**config.mk**
```make
export PLATFORM = sky130hd
export DESIGN_NAME = game_phase_ctrl
export DESIGN_NICKNAME = d
export VERILOG_FILES = /design/src/rtl/game_phase_ctrl.sv
export SDC_FILE = /design/constraint.sdc
export NUM_CORES = 1
export LEC_CHECK = 0
export BUFFER_PORTS_ARGS = -buffer_cell sky130_fd_sc_hd__buf_2
export CAP_MARGIN = 20
export CORE_MARGIN = 5
export CORE_UTILIZATION = 25
export CTS_BUF_LIST = sky130_fd_sc_hd__clkbuf_8 sky130_fd_sc_hd__clkbuf_16
export CTS_CLUSTER_SIZE = 30
export DETAILED_ROUTE_END_ITERATION = 10
export PLACE_DENSITY_LB_ADDON = 0.1
export SETUP_SLACK_MARGIN = 0.1
export SLEW_MARGIN = 15
export SYNTH_ARGS = -nofsm -noshare
export SYNTH_HDL_FRONTEND = slang
export SYNTH_SLANG_ARGS = --single-unit
```
**constraint.sdc**
```tcl
create_clock -name clk25 -period 3.2 [get_ports clk25]
set_input_delay 0.64 -clock clk25 [delete_from_list [all_inputs] [get_ports clk25]]
set_output_delay 0.64 -clock clk25 [all_outputs]
set_load 0.005 [all_outputs]
```
**src/rtl/game_phase_ctrl.sv**
```systemverilog
// -----------------------------------------------------------------------------
// game_phase_ctrl
// Sequences one game round through IDLE -> READY -> PLAY <-> PAUSE -> OVER ->
// IDLE and owns the game-seconds prescaler. The prescaler only advances in
// the timed phases, holds across a PAUSE, and restarts at every phase entry
// except the PLAY/PAUSE toggles, so a pause never gains or loses counts.
//
// Ports:
//   clk25       in   1  system clock, rising edge
//   reset_n     in   1  synchronous active-low reset
//   start       in   1  pulse: begin a game (IDLE only)
//   pause       in   1  pulse: toggle PLAY / PAUSE
//   player_dead in   1  pulse: end PLAY early
//   phase       out  3  0 IDLE, 1 READY, 2 PLAY, 3 PAUSE, 4 OVER
//   time_left   out  8  seconds remaining in the current timed phase
//   play_secs   out  8  elapsed PLAY seconds, saturating at 255
//   sec_tick    out  1  one-cycle pulse per elapsed game second
//   survived    out  1  PLAY ended by timeout
// -----------------------------------------------------------------------------
module game_phase_ctrl #(
  parameter int unsigned TICKS_PER_SEC = 25_000_000,
  parameter int unsigned READY_SECS    = 3,
  parameter int unsigned ROUND_SECS    = 60,
  parameter int unsigned OVER_SECS     = 5
) (
  input  logic       clk25,
  input  logic       reset_n,
  input  logic       start,
  input  logic       pause,
  input  logic       player_dead,
  output logic [2:0] phase,
  output logic [7:0] time_left,
  output logic [7:0] play_secs,
  output logic       sec_tick,
  output logic       survived
);

  localparam logic [2:0] PH_IDLE  = 3'd0;
  localparam logic [2:0] PH_READY = 3'd1;
  localparam logic [2:0] PH_PLAY  = 3'd2;
  localparam logic [2:0] PH_PAUSE = 3'd3;
  localparam logic [2:0] PH_OVER  = 3'd4;

  localparam logic [24:0] PRESC_MAX  = 25'(TICKS_PER_SEC - 1);
  localparam logic [7:0]  READY_LOAD = 8'(READY_SECS);
  localparam logic [7:0]  ROUND_LOAD = 8'(ROUND_SECS);
  localparam logic [7:0]  OVER_LOAD  = 8'(OVER_SECS);

  logic [2:0]  phase_q, phase_d;
  logic [24:0] presc_q, presc_d;
  logic [7:0]  time_left_q, time_left_d;
  logic [7:0]  play_secs_q, play_secs_d;
  logic        sec_tick_q, sec_tick_d;
  logic        survived_q, survived_d;
  // Set for the single cycle after a timeout entry into OVER, when time_left
  // still shows 0 and OVER_SECS must be loaded on the following edge.
  logic        over_load_q, over_load_d;

  logic        wrap_s;
  logic [24:0] presc_inc_s;
  logic [7:0]  tl_dec_s;
  logic [7:0]  play_inc_s;

  assign wrap_s      = (presc_q == PRESC_MAX);
  assign presc_inc_s = presc_q + 25'd1;
  assign tl_dec_s    = (time_left_q == 8'd0) ? 8'd0 : (time_left_q - 8'd1);
  assign play_inc_s  = (play_secs_q == 8'd255) ? 8'd255 : (play_secs_q + 8'd1);

  // Next-state logic for phase, prescaler and all output registers.
  always_comb begin
    phase_d     = phase_q;
    presc_d     = presc_q;
    time_left_d = time_left_q;
    play_secs_d = play_secs_q;
    sec_tick_d  = 1'b0;
    survived_d  = survived_q;
    over_load_d = 1'b0;

    case (phase_q)
      PH_IDLE: begin
        presc_d = 25'd0;
        if (start) begin
          phase_d     = PH_READY;
          time_left_d = READY_LOAD;
          play_secs_d = 8'd0;
          survived_d  = 1'b0;
        end else begin
          phase_d = PH_IDLE;
        end
      end

      PH_READY: begin
        if (wrap_s) begin
          presc_d    = 25'd0;
          sec_tick_d = 1'b1;
          if (time_left_q == 8'd1) begin
            phase_d     = PH_PLAY;
            time_left_d = ROUND_LOAD;
          end else begin
            time_left_d = tl_dec_s;
          end
        end else begin
          presc_d = presc_inc_s;
        end
      end

      PH_PLAY: begin
        if (player_dead) begin
          // Death beats a coincident final wrap, but that wrap still counts.
          phase_d     = PH_OVER;
          survived_d  = 1'b0;
          time_left_d = OVER_LOAD;
          presc_d     = 25'd0;
          if (wrap_s) begin
            play_secs_d = play_inc_s;
            sec_tick_d  = 1'b1;
          end else begin
            play_secs_d = play_secs_q;
          end
        end else if (wrap_s && (time_left_q == 8'd1)) begin
          phase_d     = PH_OVER;
          survived_d  = 1'b1;
          time_left_d = 8'd0;
          play_secs_d = play_inc_s;
          sec_tick_d  = 1'b1;
          presc_d     = 25'd0;
          over_load_d = 1'b1;
        end else if (pause) begin
          // The pausing edge does not count, so the held value resumes exactly.
          phase_d = PH_PAUSE;
          presc_d = presc_q;
        end else if (wrap_s) begin
          presc_d     = 25'd0;
          time_left_d = tl_dec_s;
          play_secs_d = play_inc_s;
          sec_tick_d  = 1'b1;
        end else begin
          presc_d = presc_inc_s;
        end
      end

      PH_PAUSE: begin
        if (pause) begin
          phase_d = PH_PLAY;
        end else begin
          phase_d = PH_PAUSE;
        end
      end

      PH_OVER: begin
        if (wrap_s) begin
          presc_d = 25'd0;
          if (time_left_q == 8'd1) begin
            // No tick here: it would land in IDLE.
            phase_d     = PH_IDLE;
            time_left_d = 8'd0;
          end else begin
            time_left_d = tl_dec_s;
            sec_tick_d  = 1'b1;
          end
        end else begin
          presc_d = presc_inc_s;
          if (over_load_q) begin
            time_left_d = OVER_LOAD;
          end else begin
            time_left_d = time_left_q;
          end
        end
      end

      default: begin
        phase_d     = PH_IDLE;
        presc_d     = 25'd0;
        time_left_d = 8'd0;
      end
    endcase
  end

  // State and output registers with synchronous active-low reset.
  always_ff @(posedge clk25) begin
    if (!reset_n) begin
      phase_q     <= PH_IDLE;
      presc_q     <= 25'd0;
      time_left_q <= 8'd0;
      play_secs_q <= 8'd0;
      sec_tick_q  <= 1'b0;
      survived_q  <= 1'b0;
      over_load_q <= 1'b0;
    end else begin
      phase_q     <= phase_d;
      presc_q     <= presc_d;
      time_left_q <= time_left_d;
      play_secs_q <= play_secs_d;
      sec_tick_q  <= sec_tick_d;
      survived_q  <= survived_d;
      over_load_q <= over_load_d;
    end
  end

  assign phase     = phase_q;
  assign time_left = time_left_q;
  assign play_secs = play_secs_q;
  assign sec_tick  = sec_tick_q;
  assign survived  = survived_q;

endmodule

```
Word-level counts from Yosys, hierarchy flattened
Index checks and enable logic that the tools add are counted.

storage, ports and cells
  register bits = 47

operators by class
  $add $sub $neg = 3
  eq/ne operators = 17
  mux-type cells = 46
  bitwise operators = 3
  reduce and logical (&&, ||, !) cells = 11

operators with widths
  kind                   number
  $mux 8                 17
  $mux 25                4
  $pmux 25 s3            1
  $pmux 8 s5             1
  $add 25x1->25 const B  1
  $eq 25x25->1 const B   1
  $mux 3                 7
  $pmux 8 s2             1
  $pmux 3 s5             1
  $mux 1                 12
  $ne 4x4->1 const B     3
  $ne 2x2->1 const B     5
  $add 8x1->8 const B    1
  $eq 8x1->1 const B     1
  $eq 8x8->1 const B     1
  $logic_not 8->1        1
  $sub 8x1->8 const B    1
  $eq 3x2->1 const B     2
  $ne 3x3->1 const B     2
  $reduce_and 3->1       2
  $reduce_and 6->1       1
  $reduce_and 5->1       1
  $eq 3x1->1 const B     1
  $eq 3x3->1 const B     1
  other kinds (9)        11

Depth between registers and ports, before layout
Gate-level depths: netlist (run 1).

  word-level depth = 7
  gate-level depth with buffers = 10
  depth with buffers taken out = 8

Worst setup path before layout (run 1)
Ideal clock, no wire load.

  path type = register -> register
  start = reg presc_q[8]
  end = reg time_left_q[6], in the netlist time_left[6]
  data arrival time = 2.709 ns
  required time = 3.129 ns
  slack = 0.421 ns
  cell stages (with the launch flop) = 8
  period minus slack after synthesis = 2.779 ns
  cell sequence = dfxtp_1 or4_4 or4_4 o31ai_4 o21ai_2 nor3_2 or4b_1 a21oi_1

between the ends
  longest elaborated chain between the ends = 5

RTL lines
  item                      RTL line  source
  start: declaration        50        logic [24:0] presc_q, presc_d;
  start signal: assignment  191       presc_q <= presc_d;
  $eq 25x25->1 *            64        assign wrap_s = (presc_q == PRESC_MAX);
  $logic_and 1x1->1         120       end else if (wrap_s && (time_left_q == 8'd1)) begin
  $mux 8                    120
  $mux 8                    108       if (player_dead) begin
  $pmux 8 s5                79        case (phase_q)
  end signal: assignment    192       time_left_q <= time_left_d;
  end: declaration          51        logic [7:0] time_left_q, time_left_d;

Mark *: on every way between the ends. The rest lies on a longest branch, timed or not.
A chain may end at the register's enable or synchronous reset.

Worst setup path after layout (run 1)
Ends and elaborated chain as after synthesis.

==> metrics.md, run 1 <==
| Metric | Value |
|---|---|
| Outcome | finished clean |
| Max rail drop VDD | 0.000161 V |
| Post-Synth XOR/XNOR Area | about 6.0% |
| Post-detailed-route via-to-cell ratio | between 5 and 6 |
| Sequential fraction of design power | 46.0% |
| Non-Filler Cell Area, Final | about 3300 um2 |
| Total Routed Length | 8.24 mm |
| Critical R2R Capture | time_left[6]$_SDFFE_PN0P_ |
| HPWL after detailed placement | 5.98 mm |
| Global-route wire length before repair | 13.8 mm |
| Final max-slew violation count | 0 |
| Final ANT Viol Nets | 0 |
| Dominant combinational cell family by area after synthesis | simple AND/OR/NAND/NOR gates |
| DRT met1 WL | 4.20 mm |
| Synthesized-area fraction occupied by ao, oa, aoi and oai cells | 21.9% |
| Post-layout worst setup margin | between 0.2 and 0.3 ns |
| Placed Instance Area | 3150 um2 |
| Total net switching power | 0.000337 W |
| Synthesized netlist cell count | 362 |
| Worst Setup Start Kind | flop |
| Die width | about 120 um |
| Setup clock skew after layout | approximately 0.0076 ns |
| Startpoint of the worst-slack reg-to-reg timing path | presc_q[8]$_SDFFE_PN0P_ |
| Met3 wire length | 241 um |
| Critical path class | flop to flop |
| Measured slew at the worst slew-check pin | 0.468 ns |
| Number of gates given a new drive strength after cts | 0 |
| Master of the slowest instance on the critical path | sky130_fd_sc_hd__or4_4 |
| Number of rows in the core area | 38 |
| Initial core utilization | 25.5% |
| Hold-fix buffer count after cts | 0 |
| Number of synthesized flops with an enable pin | 0 |
| Min-Delay Path Depth | 2 |
| Total negative slack | 0 ns |
| Fraction of layout cells with a size suffix above 1 | 16.8% |
| Worst R2R Setup Slack | between 0.2 and 0.3 ns |
| Endpoint kind of the worst setup timing path | flop |
| Layout net count | about 400 |
| Highest signal layer in the routed design | met4 |
| R2R depth | 7 |
| Post-synthesis simple-gate area fraction | 32.5% |
| I/O pin total | 26 |
| Portion of total power attributed to the clock network | 40.2% |
| Largest net degree at the start of global routing | 19 |
| IO Port Bufs | 25 |
| Clock tree from TritonCTS | done |
| Sequential cell area fraction in the yosys report | between 30% and 40% |
| Launch point of the critical path | presc_q[8]$_SDFFE_PN0P_ |
| Post-synth cell types | 56 |
| Data arrival time of the critical path | 3.14 ns |
| Antenna fix cells | 0 |
| Share of cell area taken by muxes after synthesis | 0.725% |
| Global placer's final weighted congestion | slightly below 0.8 |
| Unrepaired setup endpoints after global routing | no |
| Min-delay worst type | flop to flop |
| Layout overhead on the synthesized area | 19.0% |
| Setup-failing EPs final | 0 |
| Die extent in y | 115 um |
| Post-DR wirelength/cell | between 15 and 20 um |
| Initial antenna violation count | 0 |
| Clock transition at the register clock pins on the worst setup and hold paths after CTS | 0.09 ns |
| Share of synthesized registers carrying an async set or reset | 0% |
| Detailed route wirelength on metal2 | 3.70 mm |
| Syn avg cell area | 7.62 um2 |
| Critical path's most frequent cell | sky130_fd_sc_hd__or4_4 |
| Placed Cells | approximately 530 |
| Clock period minus final worst setup slack | approximately 2.9 ns |
| Max_slew headroom | 68.5% |
| Yosys warnings | 0 |
| Overflow left after global routing | 0 |
| Post-CTS Setup Inserts | 0 |
| Clock latency on the worst-skew pair | 0.30 ns |
| Number of iterations in the first detailed-routing pass | 4 |
| Net switching fraction of the power | 25.8% |
| Die footprint | 13200 um2 |
| Proportion of power drawn by combinational gates | 13.7% |
| Part of the cycle the worst path needs | 90.7% |
| Number of storage elements in the synthesis netlist | 47 |
| Worst path top cell family by delay | simple AND/OR/NAND/NOR gates |
| Core outline area | 10800 um2 |
| End point of the most critical hold path | time_left[5]$_SDFFE_PN0P_ |
| Maximum Capacitance Violations | 0 |
| Largest driver fanout on the critical path | 8 |
| Combined area of all synthesized cells | 2760 um2 |
| Pwr/cell area | 398 nW/um2 |
| Post-route DRC | 0 |
| Final instance count without filler cells | between 500 and 600 |
| Cells traversed along the worst timing path | or4_4, or4_4, nor4_2, nor2_2, nor3_2, or4b_1, a21oi_1 |
| Post-synthesis net count | 371 |
| Root buffer selected by CTS | sky130_fd_sc_hd__clkbuf_8 |
| Leading cell type in the layout, fill and taps excluded | sky130_fd_sc_hd__nor2_1 |
| Total vias in the final route | 2786 |
| CP Buf/Inv Count | 0 |
| Internal | 0.000970 W |
| Standby leakage power | 1.23 nW |
| Required arrival time at the worst endpoint | 3.44 ns |
| Adder-Cell Fraction of Synth Area | 1.81% |
| Top_reg_cell synth | sky130_fd_sc_hd__dfxtp_1 |
| Clock sink total | 47 |
| Hold Crit Start | time_left[5]$_SDFFE_PN0P_ |
| Number of buffers added by the clock tree synthesis step | 5 |
| Placement-stage worst setup slack | between 0.3 and 0.4 ns |
| Final design utilization | 30.3% |
| Count of endpoints failing hold in the final timing report | 0 |
| Iter 0 DRT Violations | roughly 210 |
| Max clock buf depth | 2 |
| Most frequent cells in the layout | sky130_fd_sc_hd__nor2_1 (50), sky130_fd_sc_hd__dfxtp_1 (47), sky130_fd_sc_hd__a21oi_1 (30) |
| CTS H-Tree Depth | 2 |
| Vias in the first global route | ~2700 |
| Fmax | about 340 MHz |
| GRT Resource Usage Total | about an eighth |
| Max incr delay on CP | 0.57 ns |
[routing by layer]
metal | up-vias | GRT usage [%]
li1 | 1402 | -
met1 | 1336 | 18.2
met2 | 41 | 19.9
met3 | 7 | 2.00
met4 | 0 | 2.74
met5 | - | 0
[cells by family after synthesis]
family / count (synthesis)
AOI/OAI and AO/OA: 97
xor gates and xnor gates: 19
muxes: 2
adders and majority gates: 4
DFF: 47
buffers and inverters: 21
and+or+nand+nor: 172
[worst register-to-register path: cells and delay by family, from the launching register on]
kind	cells	cell delay [ns]
and+or+nand+nor	6	2.32
DFF	1	0.38
AOI/OAI and AO/OA	1	0.14
[power groups by stage]
stage / registers (W) / logic, W / clock network [W]
2_1_floorplan: 0.000614 / 0.000118 / 0
3_3_place_gp: 0.000616 / 0.000181 / 0
3_5_place_dp: 0.000616 / 0.000178 / 0
4_1_cts: 0.000602 / 0.000180 / 0.000547
5_1_grt: 0.000604 / 0.000200 / 0.000566
6_report: 0.000602 / 0.000180 / 0.000526
[per-stage QoR]
| step | total power (W) | hold WS [ns] |
|---|---|---|
| CTS | 0.00133 | 0.496 |
| global placement | 0.000797 | 0.471 |
| finish | 0.00131 | 0.488 |
| floorplan | 0.000732 | 0.451 |
| global route | 0.00137 | 0.541 |
| detailed placement | 0.000794 | 0.481 |
[cells in the mapped netlist, drive strengths merged (4+ instances only)]
| master | instances | area [um2] |
|---|---|---|
| nor2 | 51 | 194 |
| and2 | 5 | 31.3 |
| xnor2 | 6 | 52.6 |
| nand2b | 7 | 43.8 |
| nand2 | 23 | 86.3 |
| nand3 | 23 | 115 |
| nor3 | 11 | 60.1 |
| nor4 | 6 | 43.8 |
| o22ai | 5 | 31.3 |
| a211oi | 4 | 30.0 |
| and3 | 14 | 87.6 |
| inv | 5 | 18.8 |
| clkbuf | 13 | 48.8 |
| a21oi | 30 | 150 |
| a31oi | 4 | 25.0 |
| o21ai | 32 | 164 |
| ha | 4 | 50.1 |
| nand4 | 12 | 75.1 |
| dfxtp | 47 | 941 |
| xor2 | 13 | 114 |
[area by class of cell]
cell class	count	area (um2)
Multi-Input combinational cell	294	1740
Timing Repair Buffer	45	275
Inverter	6	22.5
Clock buffer	5	68.8
Clock inverter	3	63.8
Fill cell	1206	7560
Tap cell	140	175
Sequential cell	47	941
[sequential cells by signal, indices dropped and copies added (netlist names)]
register / count
survived: 1
phase: 3
presc_q: 25
over_load_q: 1
time_left: 8
play_secs: 8
sec_tick: 1
[worst max-delay path by stage]
stage | endpoint | slack, ns | cells past startpoint
global placement | time_left[6]$_SDFFE_PN0P_ | 0.36 | 7
detailed placement | time_left[6]$_SDFFE_PN0P_ | 0.33 | 7
global route | presc_q[13]$_SDFFE_PN0P_ | 0.14 | 8
finish | time_left[6]$_SDFFE_PN0P_ | 0.30 | 7
CTS | time_left[6]$_SDFFE_PN0P_ | 0.30 | 7
floorplan | time_left[6]$_SDFFE_PN0P_ | 0.42 | 7
(Power assumes the default switching activity.)
==> run 2, diff against run 1 <==
--- a/config.mk
+++ b/config.mk
@@ -12,6 +12,7 @@
 export CTS_BUF_LIST = sky130_fd_sc_hd__clkbuf_8 sky130_fd_sc_hd__clkbuf_16
 export CTS_CLUSTER_SIZE = 30
 export DETAILED_ROUTE_END_ITERATION = 10
+export MAX_ROUTING_LAYER = met4
 export PLACE_DENSITY_LB_ADDON = 0.1
 export SETUP_SLACK_MARGIN = 0.1
 export SLEW_MARGIN = 15
==> run 2 against run 1 <==
Net effect: clock skew about the same; combinational power is essentially flat; sequential power barely moved; hold slack hardly changed; wire length shrank 0.19%; setup slack hardly changed.
==> metrics.md, run 2 (synthesized netlist as in run 1, its figures left out) <==
| Metric | Value |
|---|---|
| Max_slew headroom | 68.5% (about the same) |
| Global placer's final weighted congestion | 0.793 (was 0.782) |
| Critical path's most frequent cell | sky130_fd_sc_hd__or4_4 (unchanged) |
| Clock sink total | 47 (unchanged) |
| Fraction of layout cells with a size suffix above 1 | 16.8% (unchanged) |
| Largest register FFs | 25 (unchanged) |
| CP Buf/Inv Count | 0 (unchanged) |
| Worst path top cell family by delay | simple AND/OR/NAND/NOR gates (unchanged) |
| Total Routed Length | 8.22 mm (was 8.24 mm) |
| Worst hold margin | 0.488 ns (about the same) |
| Setup clock skew after layout | 0.00791 ns (was 0.00762 ns) |
| Number of rows in the core area | 38 (unchanged) |
| Worst Setup Start Kind | flop (unchanged) |
| Unrepaired setup endpoints after global routing | no (unchanged) |
| Outcome | finished clean (unchanged) |
| Leading cell type in the layout, fill and taps excluded | sky130_fd_sc_hd__nor2_1 (unchanged) |
| Die width | 115 um (unchanged) |
| Post-detailed-route via-to-cell ratio | 5.16 (about the same) |
| HPWL after detailed placement | 5.98 mm (unchanged) |
| Core outline area | 10800 um2 (unchanged) |
| Pwr/cell area | 398 nW/um2 (about the same) |
| Clock latency on the worst-skew pair | 0.30 ns (about the same) |
| Max clock buf depth | 2 (unchanged) |
| Clock tree from TritonCTS | done (unchanged) |
| Layout overhead on the synthesized area | 19.0% (unchanged) |
| Global-route wire length before repair | 13.8 mm (about the same) |
| Iter 0 DRT Violations | 195 (was 211) |
| Initial core utilization | 25.5% (unchanged) |
| Placed Instance Area | 3150 um2 (unchanged) |
| Maximum Capacitance Violations | 0 (unchanged) |
| DRT met1 WL | 4.21 mm (was 4.20 mm) |
| Post-DR wirelength/cell | 15.2 um (was 15.3 um) |
| Min-delay worst type | flop to flop (unchanged) |
| Post-route DRC | 0 (unchanged) |
| Largest driver fanout on the critical path | 8 (unchanged) |
| Clock transition at the register clock pins on the worst setup and hold paths after CTS | 0.09 ns (about the same) |
| Total vias in the final route | 2785 (was 2786) |
| Max rail drop VDD | 0.000161 V (about the same) |
| Measured slew at the worst slew-check pin | 0.468 ns (about the same) |
| Most frequent cells in the layout | sky130_fd_sc_hd__nor2_1 (50), sky130_fd_sc_hd__dfxtp_1 (47), sky130_fd_sc_hd__a21oi_1 (30) (unchanged) |
| Root buffer selected by CTS | sky130_fd_sc_hd__clkbuf_8 (unchanged) |
| Non-Filler Cell Area, Final | 3280 um2 (unchanged) |
| Count of endpoints failing hold in the final timing report | 0 (unchanged) |
| Number of iterations in the first detailed-routing pass | 4 (unchanged) |
| Detailed route wirelength on metal2 | 3.68 mm (was 3.70 mm) |
| Number of buffers added by the clock tree synthesis step | 5 (unchanged) |
| Final instance count without filler cells | 540 (unchanged) |
| IO Port Bufs | 25 (unchanged) |
| Layout net count | 408 (unchanged) |
| Number of gates given a new drive strength after cts | 0 (unchanged) |
| Vias in the first global route | 2664 (was 2666) |
| Register ranked first by flip-flop count | presc_q (unchanged) |
| Required arrival time at the worst endpoint | 3.44 ns (about the same) |
| Final max-slew violation count | 0 (unchanged) |
| Met3 wire length | 242 um (was 241 um) |
| Critical path class | flop to flop (unchanged) |
| Overflow left after global routing | 0 (unchanged) |
| Master of the slowest instance on the critical path | sky130_fd_sc_hd__or4_4 (unchanged) |
| Largest net degree at the start of global routing | 19 (unchanged) |
| Part of the cycle the worst path needs | 90.7% (about the same) |
| Highest signal layer in the routed design | met4 (unchanged) |
| Data arrival time of the critical path | 3.14 ns (about the same) |
| Die footprint | 13200 um2 (unchanged) |
| Placed Cells | 532 (unchanged) |
| Final design utilization | 30.3% (unchanged) |
| Endpoint kind of the worst setup timing path | flop (unchanged) |
| Cells traversed along the worst timing path | or4_4, or4_4, nor4_2, nor2_2, nor3_2, or4b_1, a21oi_1 (unchanged) |
| Clock period minus final worst setup slack | 2.90 ns (about the same) |
| Total negative slack | 0 ns (unchanged) |
| Hold-fix buffer count after cts | 0 (unchanged) |
| Setup-failing EPs final | 0 (unchanged) |
| Antenna fix cells | 0 (unchanged) |
| Post-CTS Setup Inserts | 0 (unchanged) |
| Max incr delay on CP | 0.57 ns (about the same) |
| Final ANT Viol Nets | 0 (unchanged) |
| I/O pin total | 26 (unchanged) |
| Die extent in y | 115 um (unchanged) |
| Fmax | 345 MHz (about the same) |
| CTS H-Tree Depth | 2 (unchanged) |
| Initial antenna violation count | 0 (unchanged) |
| GRT Resource Usage Total | 13.0% (was 12.6%) |
| Standby leakage power | 1.23 nW (unchanged) |
==> run 2: area by class of cell <==
| type | instances | area (um2) |
|---|---|---|
| inverters | 6 | 22.5 |
| fillers | 1206 | 7560 |
| clock buffers | 5 | 68.8 |
| multi-input cells | 294 | 1740 |
| repair buffers | 45 | 275 |
| well taps | 140 | 175 |
| clock inverters | 3 | 63.8 |
| flip-flops and latches | 47 | 941 |
==> run 2: worst paths after layout <==
kind                             start                         to  slack, ns  cells after the start
max            presc_q[8]$_SDFFE_PN0P_  time_left[6]$_SDFFE_PN0P_       0.30                      7
min          time_left[5]$_SDFFE_PN0P_  time_left[5]$_SDFFE_PN0P_       0.49                      2
max reg2reg    presc_q[8]$_SDFFE_PN0P_  time_left[6]$_SDFFE_PN0P_       0.30                      7
min reg2reg  time_left[5]$_SDFFE_PN0P_  time_left[5]$_SDFFE_PN0P_       0.49                      2
==> run 2: tightest hold or removal path, delay by kind of cell (launching register included) <==
| kind | cells | cell delay [ns] |
|---|---|---|
| simple gates | 1 | 0.06 |
| compound gates | 1 | 0.05 |
| flops | 1 | 0.34 |
==> run 2: through the flow <==
stage	total power [W]	setup WS, ns
after floorplan	0.000732	0.421
after global placement	0.000797	0.363
after detailed placement	0.000794	0.334
after CTS	0.00133	0.302
after global routing	0.00137	0.141
final	0.00131	0.299
==> run 2: power breakdown <==
| group | internal [W] | leakage [nW] | switching (W) | total [W] |
|---|---|---|---|---|
| sequential | 0.000592 | 0.380 | 0.0000100 | 0.000602 |
| clock | 0.000310 | 0.0695 | 0.000216 | 0.000525 |
| combinational | 0.0000688 | 0.777 | 0.000110 | 0.000179 |
==> run 2: layer usage <==
metal / vias up / global-route usage (%)
li1: 1404 / -
met1: 1337 / 18.2
met2: 37 / 19.9
met3: 7 / 2.00
met4: 0 / 2.74
met5: - / -
==> run 3, diff against run 2 <==
--- a/config.mk
+++ b/config.mk
@@ -7,7 +7,6 @@
 export LEC_CHECK = 0
 export BUFFER_PORTS_ARGS = -buffer_cell sky130_fd_sc_hd__buf_2
 export CAP_MARGIN = 20
-export CORE_MARGIN = 5
 export CORE_UTILIZATION = 25
 export CTS_BUF_LIST = sky130_fd_sc_hd__clkbuf_8 sky130_fd_sc_hd__clkbuf_16
 export CTS_CLUSTER_SIZE = 30
@@ -15,6 +14,7 @@
 export MAX_ROUTING_LAYER = met4
 export PLACE_DENSITY_LB_ADDON = 0.1
 export SETUP_SLACK_MARGIN = 0.1
+export SKIP_CTS_REPAIR_TIMING = 1
 export SLEW_MARGIN = 15
 export SYNTH_ARGS = -nofsm -noshare
 export SYNTH_HDL_FRONTEND = slang
==> run 3 against run 2 <==
Net effect: critical path depth unchanged; die area decreased by 13%; clock skew rose by 0.0022 ns; clock power shrank 28%; via count decreased by 0.79%; power fell by 12%; sequential cell count stayed put; combinational power down 4%; first-iteration DRC count down 24%; utilization up 0.34 points; sequential share of layout area rose by 0.58 points; wire length down 0.32%.
==> metrics.md, run 3 (synthesized netlist as in run 1, its figures left out) <==
| Metric | Value |
|---|---|
| Leading cell type in the layout, fill and taps excluded | sky130_fd_sc_hd__nor2_1 (unchanged) |
| Post-DR wirelength/cell | 15.4 um (was 15.2 um) |
| Master of the slowest instance on the critical path | sky130_fd_sc_hd__or4_4 (unchanged) |
| Setup-failing EPs final | 0 (unchanged) |
| Critical R2R Capture | time_left[6]$_SDFFE_PN0P_ (unchanged) |
| Final design utilization | 30.6% (was 30.3%) |
| Max clock buf depth | 2 (unchanged) |
| Required arrival time at the worst endpoint | 3.44 ns (about the same) |
| Met1 Use GR | 19.5% (was 18.2%) |
| Count of endpoints failing hold in the final timing report | 0 (unchanged) |
| Fmax | 342 MHz (was 345 MHz) |
| Critical path class | flop to flop (unchanged) |
| Maximum Capacitance Violations | 0 (unchanged) |
| Fraction of layout cells with a size suffix above 1 | 16.6% (was 16.8%) |
| Placement-stage worst setup slack | 0.201 ns (was 0.334 ns) |
| Min-delay worst type | flop to flop (unchanged) |
| M2 GR Usage | 25.0% (was 19.9%) |
| Clock latency on the worst-skew pair | 0.31 ns (was 0.30 ns) |
| Met3 GRT Util | 2.43% (was 2.00%) |
| Layout net count | 405 (was 408) |
| Core outline area | 10500 um2 (was 10800 um2) |
| Iter 0 DRT Violations | 149 (was 195) |
| Initial antenna violation count | 0 (unchanged) |
| Data arrival time of the critical path | 3.17 ns (was 3.14 ns) |
| Max rail drop VDD | 0.000163 V (was 0.000161 V) |
| Part of the cycle the worst path needs | 91.3% (was 90.7%) |
| Number of iterations in the first detailed-routing pass | 4 (unchanged) |
| Worst Setup Start Kind | flop (unchanged) |
| Unrepaired setup endpoints after global routing | no (unchanged) |
| Measured slew at the worst slew-check pin | 0.683 ns (was 0.468 ns) |
| Root buffer selected by CTS | sky130_fd_sc_hd__clkbuf_8 (unchanged) |
| Worst R2R Setup Slack | 0.28 ns (was 0.30 ns) |
| Pwr/cell area | 358 nW/um2 (was 398 nW/um2) |
| IO Port Bufs | 25 (unchanged) |
| Overflow left after global routing | 0 (unchanged) |
| Global route hottest layer | met2 (unchanged) |
| Post-detailed-route via-to-cell ratio | 5.18 (was 5.16) |
| Post-layout worst setup margin | 0.277 ns (was 0.299 ns) |
| Register ranked first by flip-flop count | presc_q (unchanged) |
| Layout overhead on the synthesized area | 16.6% (was 19.0%) |
| Largest register FFs | 25 (unchanged) |
| Clock transition at the register clock pins on the worst setup and hold paths after CTS | 0.10 ns (was 0.09 ns) |
| Die width | 107 um (was 115 um) |
| CP Buf/Inv Count | 0 (unchanged) |
| Final max-slew violation count | 0 (unchanged) |
| Clock period minus final worst setup slack | 2.92 ns (was 2.90 ns) |
| Die extent in y | 107 um (was 115 um) |
| R2R depth | 7 (unchanged) |
| Standby leakage power | 1.18 nW (was 1.23 nW) |
| Outcome | finished clean (unchanged) |
| Antenna fix cells | 0 (unchanged) |
| Last element of the critical path | time_left[6]$_SDFFE_PN0P_ (unchanged) |
| Number of buffers added by the clock tree synthesis step | 5 (unchanged) |
| HPWL after detailed placement | 6.02 mm (was 5.98 mm) |
| Total Routed Length | 8.20 mm (was 8.22 mm) |
| Post-route DRC | 0 (unchanged) |
| Cell depth of the worst setup path | 7 (unchanged) |
| Startpoint of the worst-slack reg-to-reg timing path | presc_q[8]$_SDFFE_PN0P_ (unchanged) |
| CTS H-Tree Depth | 2 (unchanged) |
| Worst path top cell family by delay | simple AND/OR/NAND/NOR gates (unchanged) |
| Total negative slack | 0 ns (unchanged) |
| Total vias in the final route | 2763 (was 2785) |
| Critical path's most frequent cell | sky130_fd_sc_hd__or4_4 (unchanged) |
| Endpoint kind of the worst setup timing path | flop (unchanged) |
| Cells traversed along the worst timing path | or4_4, or4_4, nor4_2, nor2_2, nor3_2, or4b_1, a21oi_1 (unchanged) |
| I/O pin total | 26 (unchanged) |
| Largest driver fanout on the critical path | 8 (unchanged) |
| GRT Resource Usage Total | 15.2% (was 13.0%) |
| Global placer's final weighted congestion | 0.803 (was 0.793) |
| Clock sink total | 47 (unchanged) |
| Max incr delay on CP | 0.57 ns (about the same) |
| Vias in the first global route | 2653 (was 2664) |
| Global-route wire length before repair | 13.4 mm (was 13.8 mm) |
| Die footprint | 11500 um2 (was 13200 um2) |
| Final ANT Viol Nets | 0 (unchanged) |
| Clock tree from TritonCTS | done (unchanged) |
| Max_slew headroom | 54.1% (was 68.5%) |
| Most frequent cells in the layout | sky130_fd_sc_hd__nor2_1 (50), sky130_fd_sc_hd__dfxtp_1 (47), sky130_fd_sc_hd__a21oi_1 (30) (unchanged) |
| Number of rows in the core area | 37 (was 38) |
| Largest net degree at the start of global routing | 19 (unchanged) |
| Setup clock skew after layout | 0.0101 ns (was 0.00791 ns) |
| Initial core utilization | 26.3% (was 25.5%) |
| Launch point of the critical path | presc_q[8]$_SDFFE_PN0P_ (unchanged) |
-- run 3: cell types whose count changed in the layout (fill, tap and decap cells not counted), sizes merged --
cell,previous run,this run
buf,45,42
bufinv,2,0
clkinvlp,0,2
clkinv,1,2
inv,6,5
-- run 3: cell type report --
cell class	instances	area (um2)
timing repair buffer	42	253
multi-input combinational	294	1740
clock inverter	3	20.0
clock buffer	5	68.8
inverter	6	22.5
sequential	47	941
fill	1165	7290
tap	136	170
-- run 3: worst register-to-register path, cell delays in order (launching register included) --
cell                      delay, ns
sky130_fd_sc_hd__dfxtp_1       0.38
sky130_fd_sc_hd__or4_4         0.54
sky130_fd_sc_hd__or4_4         0.57
sky130_fd_sc_hd__nor4_2        0.42
sky130_fd_sc_hd__nor2_2        0.09
sky130_fd_sc_hd__nor3_2        0.25
sky130_fd_sc_hd__or4b_1        0.46
sky130_fd_sc_hd__a21oi_1       0.15
-- run 3: through the flow --
step,power [W],instances,cell area [um2],hold slack [ns]
after global placement,0.000793,525,3120,0.482
after detailed placement,0.000790,525,3120,0.485
after CTS,0.00118,533,3210,0.500
after global routing,0.00122,533,3220,0.531
final,0.00115,533,3220,0.494
after floorplan,0.000732,362,2760,0.451
-- run 3: how the worst min path moves through the flow --
stage,start,endpoint,slack (ns),cells past startpoint
floorplan,presc_q[13]$_SDFFE_PN0P_,presc_q[13]$_SDFFE_PN0P_,0.45,2
detailed placement,time_left[3]$_SDFFE_PN0P_,time_left[3]$_SDFFE_PN0P_,0.49,2
global placement,time_left[3]$_SDFFE_PN0P_,time_left[3]$_SDFFE_PN0P_,0.48,2
global route,time_left[3]$_SDFFE_PN0P_,time_left[3]$_SDFFE_PN0P_,0.53,2
CTS,time_left[3]$_SDFFE_PN0P_,time_left[3]$_SDFFE_PN0P_,0.50,2
finish,time_left[3]$_SDFFE_PN0P_,time_left[3]$_SDFFE_PN0P_,0.49,2
-- run 3: routing by layer --
metal	vias to the layer above	part of all wire, %
li1	1396	-
met1	1311	49
met2	52	47
met3	4	3.1
met4	0	0.72
met5	-	0
-- run 3: power breakdown --
group	switching, W	internal, W
logic	0.000107	0.0000644
registers	0.0000126	0.000592
clock network	0.000223	0.000153
total	0.000343	0.000809
